## config.mk

```make
export PLATFORM = sky130hd
export DESIGN_NAME = adc_event_packer
export DESIGN_NICKNAME = d
export VERILOG_FILES = /design/src/rtl/adc_event_packer_pkg.sv /design/src/rtl/adc_event_packer_satcnt.sv /design/src/rtl/adc_event_packer.sv
export SDC_FILE = /design/constraint.sdc
export NUM_CORES = 1
export LEC_CHECK = 0
export ABC_AREA = 1
export BUFFER_PORTS_ARGS = -buffer_cell sky130_fd_sc_hd__buf_4
export CORE_ASPECT_RATIO = 0.9
export CORE_MARGIN = 3
export CORE_UTILIZATION = 45
export DETAILED_ROUTE_END_ITERATION = 8
export GPL_ROUTABILITY_DRIVEN = 0
export HOLD_SLACK_MARGIN = 0.08
export PLACE_DENSITY = 0.7
export SETUP_SLACK_MARGIN = 0.02
export SLEW_MARGIN = 20
export SYNTH_ARGS = -nofsm -noshare
export SYNTH_HDL_FRONTEND = slang
export SYNTH_HIERARCHICAL = 1
export SYNTH_SLANG_ARGS = --single-unit
export TNS_END_PERCENT = 1
```

## constraint.sdc

```tcl
create_clock -name CLK -period 1.8 [get_ports CLK]
set_input_delay 0.09 -clock CLK [delete_from_list [all_inputs] [get_ports CLK]]
set_output_delay 0.09 -clock CLK [all_outputs]
set_load 0.02 [all_outputs]
```

## src/rtl/adc_event_packer_pkg.sv

```systemverilog
// adc_event_packer_pkg
//   Shared definitions for the ADC event packer: FIFO word tags, packer
//   state encoding and per-event overhead for both build variants.
//   Build option: `ADC_EVENT_PACKER_TIMESTAMP_EN selects OH_TS over OH_BASE.
package adc_event_packer_pkg;

  localparam logic [1:0] TAG_SAMP = 2'b00;
  localparam logic [1:0] TAG_HDR  = 2'b01;
  localparam logic [1:0] TAG_TS   = 2'b10;
  localparam logic [1:0] TAG_TRL  = 2'b11;

  typedef enum logic [2:0] {
    ST_IDLE,
    ST_HDR,
    ST_TS_HI,
    ST_TS_LO,
    ST_SAMP,
    ST_TRL
  } state_e;

  // Non-sample words per event: header + trailer (+ two timestamp halves).
  localparam int unsigned OH_BASE = 2;
  localparam int unsigned OH_TS   = 4;

endpackage

```

## src/rtl/adc_event_packer_satcnt.sv

```systemverilog
// adc_event_packer_satcnt
//   Up-counter that sticks at all-ones instead of wrapping.
//   Ports:
//     clk_i  - clock
//     rst_ni - async active-low reset (counter -> 0)
//     inc_i  - increment request
//     cnt_o  - registered count
module adc_event_packer_satcnt #(
  parameter int unsigned W = 16
) (
  input  logic         clk_i,
  input  logic         rst_ni,
  input  logic         inc_i,
  output logic [W-1:0] cnt_o
);

  logic [W-1:0] cnt_q;

  always_ff @(posedge clk_i or negedge rst_ni) begin
    if (!rst_ni) begin
      cnt_q <= '0;
    end else if (inc_i && (cnt_q != '1)) begin
      cnt_q <= cnt_q + W'(1);
    end
  end

  assign cnt_o = cnt_q;

endmodule

```

## src/rtl/adc_event_packer.sv

```systemverilog
// adc_event_packer
//   Frames a triggered burst of ADC samples as header / [timestamp] /
//   samples / trailer tagged 18-bit words and writes them into the
//   downstream sample FIFO. A trigger is only accepted when the FIFO has
//   room for the whole event, so only complete events are stored.
//   Build option: `ADC_EVENT_PACKER_TIMESTAMP_EN adds a free-running 32-bit
//   cycle counter captured on accept and two timestamp words after the header.
//   Ports:
//     CLK, RESET_N      clock, async active-low reset
//     ENABLE            accept triggers when high
//     EVT_LEN           samples per event, latched on accept (0 allowed)
//     ADC_DATA/VALID    sample stream
//     TRIG              trigger level, sampled every cycle
//     FIFO_WRCNT/FULL   FIFO occupancy and full flag
//     FIFO_DATA/WE      FIFO write port ([17:16] tag, [15:0] payload)
//     BUSY              event in progress
//     EVT_CNT           accepted events (wraps)
//     DROP_CNT          rejected triggers (saturates)
//     OVF_ERR/OVF_CLR   sticky suppressed-write flag and its clear
module adc_event_packer
  import adc_event_packer_pkg::*;
#(
  parameter int unsigned DATA_W       = 16,
  parameter int unsigned FIFO_DEPTH   = 16384,
  parameter int unsigned CNT_W        = 15,
  parameter int unsigned LEN_W        = 14,
  parameter int unsigned SPACE_MARGIN = 4
) (
  input  logic              CLK,
  input  logic              RESET_N,
  input  logic              ENABLE,
  input  logic [LEN_W-1:0]  EVT_LEN,
  input  logic [DATA_W-1:0] ADC_DATA,
  input  logic              ADC_VALID,
  input  logic              TRIG,
  input  logic [CNT_W-1:0]  FIFO_WRCNT,
  input  logic              FIFO_FULL,
  output logic [DATA_W+1:0] FIFO_DATA,
  output logic              FIFO_WE,
  output logic              BUSY,
  output logic [15:0]       EVT_CNT,
  output logic [15:0]       DROP_CNT,
  output logic              OVF_ERR,
  input  logic              OVF_CLR
);

`ifdef ADC_EVENT_PACKER_TIMESTAMP_EN
  localparam int unsigned OH = OH_TS;
`else
  localparam int unsigned OH = OH_BASE;
`endif

  state_e            state_q, state_d;
  logic [LEN_W-1:0]  len_q;
  logic [LEN_W-1:0]  samp_cnt_q, samp_cnt_d;
  logic [15:0]       evt_cnt_q;
  logic              ovf_in_evt_q, ovf_err_q, busy_q, we_q;
  logic [DATA_W+1:0] data_q;

  logic              accept, reject, wr_req, wr_ovf;
  logic [DATA_W+1:0] wr_word;
  logic [CNT_W:0]    free_w, need_w;
  logic              space_ok;

`ifdef ADC_EVENT_PACKER_TIMESTAMP_EN
  logic [31:0] ts_cnt_q, ts_cap_q;
`endif

  // Unsigned compare one bit wider than WRCNT so a full FIFO (WRCNT = DEPTH) is exact.
  assign free_w   = (CNT_W+1)'(FIFO_DEPTH) - {1'b0, FIFO_WRCNT};
  assign need_w   = (CNT_W+1)'(EVT_LEN) + (CNT_W+1)'(OH + SPACE_MARGIN);
  assign space_ok = (free_w >= need_w);

  always_comb begin
    state_d    = state_q;
    samp_cnt_d = samp_cnt_q;
    accept     = 1'b0;
    reject     = 1'b0;
    wr_req     = 1'b0;
    wr_word    = '0;
    case (state_q)
      ST_IDLE: begin
        if (ENABLE && TRIG) begin
          if (space_ok) begin
            accept     = 1'b1;
            state_d    = ST_HDR;
            samp_cnt_d = '0;
            wr_req     = 1'b1;
            wr_word    = {TAG_HDR, evt_cnt_q + 16'd1};
          end else begin
            reject = 1'b1;
          end
        end
      end
`ifdef ADC_EVENT_PACKER_TIMESTAMP_EN
      ST_HDR: begin
        state_d = ST_TS_HI;
        wr_req  = 1'b1;
        wr_word = {TAG_TS, ts_cap_q[31:16]};
      end
      ST_TS_HI: begin
        state_d = ST_TS_LO;
        wr_req  = 1'b1;
        wr_word = {TAG_TS, ts_cap_q[15:0]};
      end
      ST_TS_LO,
`else
      ST_HDR,
`endif
      // Leaving the last framing word: the sample taken on this edge is the
      // first sample write, keeping header and samples back-to-back.
      ST_SAMP: begin
        if (samp_cnt_q == len_q) begin
          state_d = ST_TRL;
          wr_req  = 1'b1;
          wr_word = {TAG_TRL, 1'b0, ovf_in_evt_q, len_q};
        end else begin
          state_d = ST_SAMP;
          if (ADC_VALID) begin
            samp_cnt_d = samp_cnt_q + LEN_W'(1);
            wr_req     = 1'b1;
            wr_word    = {TAG_SAMP, ADC_DATA};
          end
        end
      end
      ST_TRL: begin
        state_d = ST_IDLE;
      end
      default: begin
        state_d = ST_IDLE;
      end
    endcase
    if ((state_q != ST_IDLE) && ENABLE && TRIG) begin
      reject = 1'b1;
    end
  end

  assign wr_ovf = wr_req && FIFO_FULL;

  always_ff @(posedge CLK or negedge RESET_N) begin
    if (!RESET_N) begin
      state_q      <= ST_IDLE;
      len_q        <= '0;
      samp_cnt_q   <= '0;
      evt_cnt_q    <= '0;
      ovf_in_evt_q <= 1'b0;
      ovf_err_q    <= 1'b0;
      busy_q       <= 1'b0;
      we_q         <= 1'b0;
      data_q       <= '0;
    end else begin
      state_q    <= state_d;
      samp_cnt_q <= samp_cnt_d;
      busy_q     <= (state_d != ST_IDLE);
      we_q       <= wr_req && !FIFO_FULL;
      data_q     <= wr_word;
      if (accept) begin
        len_q     <= EVT_LEN;
        evt_cnt_q <= evt_cnt_q + 16'd1;
      end
      // A suppressed header must still be reported by that event's trailer.
      if (accept) begin
        ovf_in_evt_q <= wr_ovf;
      end else if (wr_ovf) begin
        ovf_in_evt_q <= 1'b1;
      end
      if (wr_ovf) begin
        ovf_err_q <= 1'b1;
      end else if (OVF_CLR) begin
        ovf_err_q <= 1'b0;
      end
    end
  end

`ifdef ADC_EVENT_PACKER_TIMESTAMP_EN
  always_ff @(posedge CLK or negedge RESET_N) begin
    if (!RESET_N) begin
      ts_cnt_q <= '0;
      ts_cap_q <= '0;
    end else begin
      ts_cnt_q <= ts_cnt_q + 32'd1;
      if (accept) begin
        ts_cap_q <= ts_cnt_q;
      end
    end
  end
`endif

  adc_event_packer_satcnt #(
    .W (16)
  ) u_drop_cnt (
    .clk_i  (CLK),
    .rst_ni (RESET_N),
    .inc_i  (reject),
    .cnt_o  (DROP_CNT)
  );

  assign FIFO_DATA = data_q;
  assign FIFO_WE   = we_q;
  assign BUSY      = busy_q;
  assign EVT_CNT   = evt_cnt_q;
  assign OVF_ERR   = ovf_err_q;

endmodule

```

==> results of run 1 <==
## placed cells by master, fill, tap and decap left out, drive strengths merged, types with 14 or more instances in the layout
| cell | count |
|---|---|
| nand2 | 229 |
| nor2 | 74 |
| inv | 80 |
| nand4 | 25 |
| buf | 204 |
| a21oi | 14 |
| nand3 | 65 |
| ha | 20 |
| nor3 | 14 |
| xnor2 | 16 |
| xor2 | 42 |
| o21ai | 33 |
| dfrtp | 85 |
| dlygate4sd3 | 14 |
## per-layer routing
layer | vias up | wire (um)
li1 | 2782 | -
met1 | 2688 | 6880
met2 | 199 | 7880
met3 | 27 | 879
met4 | 0 | 266
met5 | - | 0
## path summary, 6_finish.rpt
| path | slack [ps] | endpoint | cells past startpoint |
|---|---|---|---|
| hold reg to reg | 490 | ovf_in_evt_q$_DFFE_PN0P_ | 2 |
| max in group asynchronous | 1110 | len_q[2]$_DFFE_PN0P_ | 3 |
| setup / recovery | -800 | u_drop_cnt/cnt_o[12]$_DFFE_PN0P_ | 24 |
| setup reg to reg | -220 | FIFO_DATA[12]$_DFF_PN0_ | 8 |
| hold / removal | 90 | EVT_CNT[6]$_DFFE_PN0P_ | 2 |
| min in group CLK | 110 | FIFO_DATA[0]$_DFF_PN0_ | 4 |
## registers in the layout, summed over array words and instances (netlist names)
name,count
FIFO_DATA,18
EVT_CNT,16
u_drop_cnt/cnt_o,16
len_q,14
samp_cnt_q,14
state_q,3
BUSY,1
FIFO_WE,1
OVF_ERR,1
ovf_in_evt_q,1
## cells by family (layout without fill, tap and decap cells)
group           after synthesis  after routing  synth area share
simple gates                417            417             0.343
flops                        85             85             0.385
xor+xnor                     58             58            0.0919
buf+inv                     100            315            0.0774
fa+ha+maj                    20             20            0.0453
other cells                   1              1          0.000678
compound gates               57             57            0.0570
## repair_timing
item | 4_1_cts | 5_1_grt
pin swaps | 18 | 10
hold endpoints to repair | 98 | 1
resized for setup | 36 | 13
cloned | 1 | 0
hold buffers | 13 | 1
buffers inserted | 6 | 0
endpoints found under the setup margin | 82 | 82
## power groups by stage
stage          Clock [mW]  Sequential, mW  Combinational (mW)
4_1_cts              2.04            2.39                1.72
3_3_place_gp            0            2.41                1.58
3_5_place_dp            0            2.42                1.63
6_report             2.02            2.39                1.73
5_1_grt              2.15            2.42                1.91
2_1_floorplan           0            2.52               0.740
## per-stage QoR
step                hold slack (ps)  total power [mW]
global placement              -91.1              3.99
detailed placement            -89.3              4.05
finish                         93.4              6.14
global route                    113              6.48
CTS                            85.3              6.15
floorplan                      -206              3.26
## layout make-up
type | count | area (sq um)
fillers | 937 | 3820
multi-input cells | 553 | 3160
flip-flops and latches | 85 | 2130
repair buffers | 219 | 1770
inverters | 80 | 320
clock buffers | 10 | 239
well taps | 156 | 195
clock inverters | 6 | 86.3
==> flow_summary.toml, run 1 <==
[run_status]
outcome = "finished with violations"
violations = "setup timing"

[clock_tree]
insertion_delay_ps = 340
htreeDepth = 3
clkSinkCount = 85
cts_buffers = 9
cts.path.max_buffers = 2
clockRootBuffer = "clkbuf_16"
cts_tree = "done"
path_clk_slew_ps = 70

[finish]
stdcell_area_sq_mm = 0.00789
nNetsFinal = 1020
antenna_cells = 0
drive_gt1_frac = 0.299
final_cells = 1109
syn_to_final_growth_pct = 42.8
fin_util = 0.674

[pwr]
leakagePower_nw = 4.11
peakVddDrop_uv = 462
p_sw_frac = 0.321
power_frac_comb = 0.282
internal_power_mw = 4.17
p_per_area_mw_per_mm2 = 778
p_clk_frac = 0.328
switchingPower_mw = 1.97
seqPwrFrac = 0.389

[yosys]
yosysMostFrequentCell = "nand2_1"
syn_area_sq_mm = 0.00553
synthesis.nets = 810
synth_edf_count = 0
synth.avg_cell_area_sq_um = 7.49
synth-async-reset-ratio = 1.00
synth_seq_cells = 85
netlist-cell-type-count = 38
synth-seq-area-share = 0.385
synth_top_area_frac = 0.385
synthTopCellsByCount = "221 x nand2_1, 85 x dfrtp_1, 76 x inv_1"
yosysWarnings = 6
synthTopCellsByArea = "dfrtp_1 38%, nand2_1 15%, xor2_1 6.7%"
synthCells = 738
yosysTopAreaCell = "dfrtp_1"
synth_top_flop_cell = "dfrtp_1"

[sta]
worst_pin_slew_ps = 514
fin_crit_sh = 1.45
fin_crit_ps = 2600
fin_skew_ps = 10.7
finalSetupViolations = 82
rsz0062_at_grt = "true"
fin_ws_ps = -805
clock.fmax_ghz = 0.384
fin_tns_setup_ps = -53300
slew_headroom = 0.657
maxSlewViolCount = 0
hold_viol = 0

[worst_setup_path]
path_class = "in2reg"
cpMaxStageDelayCell = "ha_4"
rr_startpoint = "samp_cnt_q[11]$_DFFE_PN0P_"
crit_start = "EVT_LEN[2]"
crit_family = "simple AND/OR/NAND/NOR gates"
required_ps = 2020
cp.buffers_inverters = 6
cp-end-kind = "flip-flop"
worstPathMaxFanout = 2
cp_data_arrival_time_ps = 2830
max_stage_delay_ps = 200
worstSetupStartpointType = "primary input"
path_cells = "buf_8 -> inv_12 -> ha_4 -> nor2_4 -> nand2_2 -> nor3_4 -> nand3_2 -> nor2_4 -> nand4_1 -> xor2_1 -> inv_1 -> ha_4 -> a21o_1 -> a21oi_2 -> nand2_1 -> nor2_4 -> a21boi_2 -> nand2_1 -> nand2_1 -> inv_2 -> buf_4 -> nand4_1 -> o21ai_1 -> inv_1"

[worst_hold_path]
hold_path.class = "in2async"

[global_route]
grtUsageMet1 = 0.314
grt_busiest_layer = "met2"
use_met2 = 0.391
grt_antenna_before_repair = 0
grt_pass1_vias = 5461
grtUsageTotal = 0.234
overflow = 0
grt_max_degree = 52
grt_pass1_wl_um = 25900
use_met3 = 0.0301

[floorplanning]
design.core.area_sq_mm = 0.0117
io_pins = 105
rows = 37
die_h_um = 111
die_w_um = 123
initial_core_util = 0.472
die_area_sq_mm = 0.0137

[detailed_routing]
drt_iter0_drc = 513
dr_total_vias = 5696
drc = 0
routed_wirelength_um = 15900
ant_nets = 0
viasPerCell = 5.14
routedWlPerCell_um = 14.3
drt_pre_antenna_iters = 5

[place]
placedCellCount = 1072
numPortBuffers = 104
place_area_sq_mm = 0.00718
dp_slack_ps = -1490
dp_hpwl_um = 11800

[flow_run]
drv_cap = 0
Note: power is estimated with default switching activity, not from simulation.
==> run 2, diff against run 1 <==
--- a/config.mk
+++ b/config.mk
@@ -9,11 +9,10 @@
 export BUFFER_PORTS_ARGS = -buffer_cell sky130_fd_sc_hd__buf_4
 export CORE_ASPECT_RATIO = 0.9
 export CORE_MARGIN = 3
-export CORE_UTILIZATION = 45
+export CORE_UTILIZATION = 30
 export DETAILED_ROUTE_END_ITERATION = 8
 export GPL_ROUTABILITY_DRIVEN = 0
 export HOLD_SLACK_MARGIN = 0.08
-export PLACE_DENSITY = 0.7
 export SETUP_SLACK_MARGIN = 0.02
 export SLEW_MARGIN = 20
 export SYNTH_ARGS = -nofsm -noshare
==> run 2 against run 1 <==
  * The run still ends with setup timing left
  * Sequential cell count did not move
  * Critical path depth rose by 3
  * Worst setup slack improved by 41 ps
  * First-iteration DRC count fell by 47%
  * Critical path type unchanged
  * Critical endpoint is now u_drop_cnt/cnt_o[15]$_DFFE_PN0P_
  * Largest cell class unchanged
==> flow_summary.toml, run 2 (synthesized netlist as in run 1, its figures left out) <==
[worst_setup_path]
reg2reg_slack_ps = -20
rr_startpoint = "samp_cnt_q[1]$_DFFE_PN0P_"
r2r_cells = 9
path_class = "in2reg"
worstSetupStartpointType = "primary input"
cp-end-kind = "flip-flop"
cpMaxStageDelayCell = "ha_4"
crit_end = "u_drop_cnt/cnt_o[15]$_DFFE_PN0P_"
cp_data_arrival_time_ps = 2840
required_ps = 2080
max_stage_delay_ps = 220
crit_top_cell = "nand2_1"
crit_start = "EVT_LEN[2]"
worstPathMaxFanout = 2
r2r-end = "FIFO_DATA[6]$_DFF_PN0_"

[finish]
stdcell_area_sq_mm = 0.00800
nNetsFinal = 1020
largest_reg_flops = 18
drive_gt1_frac = 0.298
fin_util = 0.448
layout_common_cells = "218 x nand2_1, 193 x buf_4, 85 x dfrtp_1"
syn_to_final_growth_pct = 44.7
antenna_cells = 0
final_common_cell = "nand2_1"

[clock_tree]
htreeDepth = 3
cts_tree = "done"
path_clk_slew_ps = 60
clkSinkCount = 85
cts_buffers = 9
clockRootBuffer = "clkbuf_16"
cts.path.max_buffers = 2
insertion_delay_ps = 340

[floorplanning]
die_h_um = 135
die_w_um = 149
die_area_sq_mm = 0.0201
io_pins = 105
initial_core_util = 0.310
rows = 46
design.core.area_sq_mm = 0.0178

[place]
dp_hpwl_um = 11800
place_area_sq_mm = 0.00734
numPortBuffers = 104

[pwr]
switchingPower_mw = 1.95
p_clk_frac = 0.330
p_per_area_mw_per_mm2 = 768
peakVddDrop_uv = 419
leakagePower_nw = 4.11
power_frac_comb = 0.284
internal_power_mw = 4.19
p_total_mw = 6.14
p_sw_frac = 0.318
seqPwrFrac = 0.386

[sta]
fin_tns_setup_ps = -52300
fin_ws_ps = -764
clock.fmax_ghz = 0.390
fin_skew_ps = 12.1
finalSetupViolations = 82
fin_crit_ps = 2560
hold_viol = 0
maxSlewViolCount = 0
fin_crit_sh = 1.42
rsz0062_at_grt = "true"

[detailed_routing]
dr_total_vias = 5343
drc = 0
viasPerCell = 4.48
ant_nets = 0
routedWlPerCell_um = 12.9
drt_iter0_drc = 271
drt_pre_antenna_iters = 4
routed_wirelength_um = 15300

[global_route]
grt_pass1_wl_um = 25900
grt_antenna_before_repair = 0
grt_max_degree = 41
grt_pass1_vias = 5241
overflow = 0
grtUsageTotal = 0.158

[run_status]
violations = "setup timing"
outcome = "finished with violations"

[worst_hold_path]
hold_path.class = "in2reg"
hold_depth = 4

[flow_run]
drv_cap = 0
-- run 2: per-stage QoR --
step	setup WS, ps	hold WS [ps]	cells
CTS	-791	104	1192
detailed placement	-1470	54.2	1158
finish	-764	105	1193
global route	-1030	117	1193
global placement	-1380	54.4	1158
floorplan	-1160	-206	738
-- run 2: critical path, delay by kind of cell --
| family | cells | cell delay [ps] |
|---|---|---|
| AND/OR/NAND/NOR | 15 | 1330 |
| buffers and inverters | 6 | 370 |
| XOR/XNOR | 1 | 160 |
| adder cells (fa/ha/maj) | 2 | 370 |
| AO/OA/AOI/OAI | 3 | 500 |
-- run 2: worst min path at each step --
stage,slack [ps],end,start
after detailed placement,50,EVT_CNT[15]$_DFFE_PN0P_,RESET_N
final,100,FIFO_DATA[0]$_DFF_PN0_,ADC_DATA[0]
after global placement,50,FIFO_DATA[15]$_DFF_PN0_,RESET_N
after floorplan,-210,BUSY$_DFF_PN0_,RESET_N
after global routing,120,FIFO_DATA[0]$_DFF_PN0_,ADC_DATA[0]
after CTS,100,FIFO_DATA[0]$_DFF_PN0_,ADC_DATA[0]
-- run 2: layout make-up --
cell class | count | area [sq um]
multi-input combinational | 553 | 3120
tap | 240 | 300
clock inverter | 6 | 86.3
sequential | 85 | 2130
clock buffer | 10 | 239
fill | 1801 | 9850
timing repair buffer | 219 | 1810
inverter | 80 | 320
-- run 2: routing by layer --
| layer | part of all wire | vias up | GRT usage |
|---|---|---|---|
| li1 | - | 2776 | - |
| met1 | 0.49 | 2445 | 0.224 |
| met2 | 0.46 | 109 | 0.257 |
| met3 | 0.036 | 13 | 0.0245 |
| met4 | 0.0096 | 0 | 0.0361 |
| met5 | 0 | - | 0 |
-- run 2: repair_timing --
item	in CTS	in global routing
endpoints found under the setup margin	82	83
pin swaps	20	2
hold endpoints to repair	83	0
buffers inserted	3	1
hold buffers	14	0
resized for setup	23	15
cloned	1	0
-- run 2: power by group through the flow --
| stage | registers, mW | clock network (mW) | logic (mW) |
|---|---|---|---|
| global placement | 2.41 | 0 | 1.65 |
| floorplan | 2.52 | 0 | 0.740 |
| finish | 2.37 | 2.02 | 1.74 |
| global route | 2.41 | 2.16 | 1.94 |
| detailed placement | 2.40 | 0 | 1.68 |
| CTS | 2.37 | 2.07 | 1.75 |
==> run 3, diff against run 2 <==
--- a/config.mk
+++ b/config.mk
@@ -7,7 +7,7 @@
 export LEC_CHECK = 0
 export ABC_AREA = 1
 export BUFFER_PORTS_ARGS = -buffer_cell sky130_fd_sc_hd__buf_4
-export CORE_ASPECT_RATIO = 0.9
+export CORE_ASPECT_RATIO = 0.6
 export CORE_MARGIN = 3
 export CORE_UTILIZATION = 30
 export DETAILED_ROUTE_END_ITERATION = 8
==> run 3 against run 2 <==
  * The flow still finishes with violations (setup timing)
  * Combinational power increased by 7%
  * Clock skew about the same
  * Utilization increased by 0.62 points
  * Critical path depth decreased by 4
  * Critical path type unchanged
  * Highest routed layer unchanged
==> flow_summary.toml, run 3 (synthesized netlist as in run 1, its figures left out) <==
[detailed_routing]
drt_pre_antenna_iters = 5
viasPerCell = 4.58
routedWlPerCell_um = 13.8
drt_iter0_drc = 478
dr_total_vias = 5488
routed_wirelength_um = 16500
drc = 0
ant_nets = 0

[pwr]
peakVddDrop_uv = 396
p_clk_frac = 0.310
switchingPower_mw = 2.05
p_total_mw = 6.12
power_frac_comb = 0.305
p_sw_frac = 0.336
seqPwrFrac = 0.385
p_per_area_mw_per_mm2 = 765
leakagePower_nw = 4.13
internal_power_mw = 4.06

[global_route]
grt_max_degree = 34
grt_pass1_wl_um = 27000
overflow = 0
grtUsageTotal = 0.165
grt_antenna_before_repair = 0
grt_pass1_vias = 5125

[worst_setup_path]
reg2reg_slack_ps = -120
cp-end-kind = "flip-flop"
path_class = "in2reg"
rr_startpoint = "len_q[1]$_DFFE_PN0P_"
worstSetupStartpointType = "primary input"
worstPathMaxFanout = 2
cp_data_arrival_time_ps = 2720
r2r_cells = 8
required_ps = 2030
r2r-end = "FIFO_DATA[9]$_DFF_PN0_"

[sta]
fin_skew_ps = 12.2
fin_crit_sh = 1.38
rsz0062_at_grt = "true"
maxSlewViolCount = 0
fin_ws_ps = -683
fin_crit_ps = 2480
hold_viol = 0
finalSetupViolations = 82
fin_tns_setup_ps = -47200
whs_ps = 92.9
clock.fmax_ghz = 0.403

[floorplanning]
initial_core_util = 0.314
io_pins = 105
die_area_sq_mm = 0.0201
design.core.area_sq_mm = 0.0176
die_w_um = 181
rows = 37
die_h_um = 111

[place]
numPortBuffers = 104
place_area_sq_mm = 0.00736
dp_hpwl_um = 13100
dp_slack_ps = -1490

[worst_hold_path]
hold_depth = 4
holdCritStartpoint = "ADC_DATA[4]"
hold_path.class = "in2reg"
hold_end = "FIFO_DATA[4]$_DFF_PN0_"

[clock_tree]
clockRootBuffer = "clkbuf_16"
htreeDepth = 3
cts_buffers = 9
cts.path.max_buffers = 2
insertion_delay_ps = 340
path_clk_slew_ps = 70
cts_tree = "done"
clkSinkCount = 85

[finish]
stdcell_area_sq_mm = 0.00799
fill_cells = 1755
antenna_cells = 0
syn_to_final_growth_pct = 44.6
layout_common_cells = "218 x nand2_1, 209 x buf_4, 85 x dfrtp_1"
largest_reg_flops = 18
drive_gt1_frac = 0.303
final_common_cell = "nand2_1"
nNetsFinal = 1031

[run_status]
outcome = "finished with violations"
violations = "setup timing"

[flow_run]
drv_cap = 0
==> run 3: worst max-delay path: stages <==
cell	delay [ps]
buf_8	90
inv_12	30
ha_4	150
nor2_4	110
nand2_4	70
nor3_4	140
nand3_2	130
nor2_4	100
nand4_1	90
xor2_1	150
inv_1	90
ha_4	210
a21o_1	180
a21oi_2	170
nand3_2	80
a21boi_2	170
nand2_1	70
nand2_2	60
inv_2	60
buf_4	140
nand4_1	120
o21ai_1	150
inv_1	50
==> run 3: per-stage QoR <==
step / std cells / util
2_1_floorplan: 738 / -
6_report: 1197 / 0.454
5_1_grt: 1197 / 0.454
4_1_cts: 1197 / 0.453
3_3_place_gp: 1162 / 0.418
3_5_place_dp: 1162 / 0.418
==> run 3: worst max-delay path by stage <==
stage | from | end | slack [ps] | depth (start not counted)
after CTS | EVT_LEN[2] | u_drop_cnt/cnt_o[15]$_DFFE_PN0P_ | -730 | 27
after detailed placement | EVT_LEN[2] | u_drop_cnt/cnt_o[15]$_DFFE_PN0P_ | -1490 | 27
after global placement | EVT_LEN[2] | u_drop_cnt/cnt_o[15]$_DFFE_PN0P_ | -1420 | 27
after floorplan | EVT_LEN[2] | u_drop_cnt/cnt_o[15]$_DFFE_PN0P_ | -1160 | 27
final | EVT_LEN[2] | u_drop_cnt/cnt_o[12]$_DFFE_PN0P_ | -680 | 23
after global routing | EVT_LEN[1] | u_drop_cnt/cnt_o[15]$_DFFE_PN0P_ | -930 | 26
==> run 3: power by group through the flow <==
| stage | sequential, mW | clock [mW] | combinational [mW] |
|---|---|---|---|
| finish | 2.35 | 1.90 | 1.86 |
| floorplan | 2.52 | 0 | 0.740 |
| global route | 2.39 | 2.02 | 2.06 |
| detailed placement | 2.39 | 0 | 1.79 |
| CTS | 2.35 | 1.94 | 1.86 |
| global placement | 2.39 | 0 | 1.76 |
==> run 3: repair_timing <==
action | 4_1_cts | 5_1_grt
pin swaps | 19 | 4
hold buffers | 14 | 0
setup buffers | 6 | 0
resized for setup | 31 | 7
endpoints found under the setup margin | 82 | 83
endpoints found under the hold margin | 73 | 0
==> run 3: area by class of cell <==
class | instances | area, sq um | share of cell area
repair buffers | 230 | 1820 | 0.227
inverters | 80 | 320 | 0.0401
clock inverters | 6 | 73.8 | 0.00923
well taps | 234 | 293 | 0.0366
flip-flops and latches | 85 | 2130 | 0.266
clock buffers | 9 | 225 | 0.0282
multi-input cells | 553 | 3140 | 0.392
==> run 3: per-layer routing <==
| metal | GRT usage | up-vias | part of all wire | wire length, um |
|---|---|---|---|---|
| met5 | 0 | - | 0 | 0 |
| met4 | 0.0274 | 0 | 0.0059 | 98 |
| met3 | 0.0315 | 9 | 0.066 | 1090 |
| met2 | 0.224 | 172 | 0.40 | 6560 |
| met1 | 0.269 | 2502 | 0.53 | 8780 |
| li1 | - | 2805 | - | - |
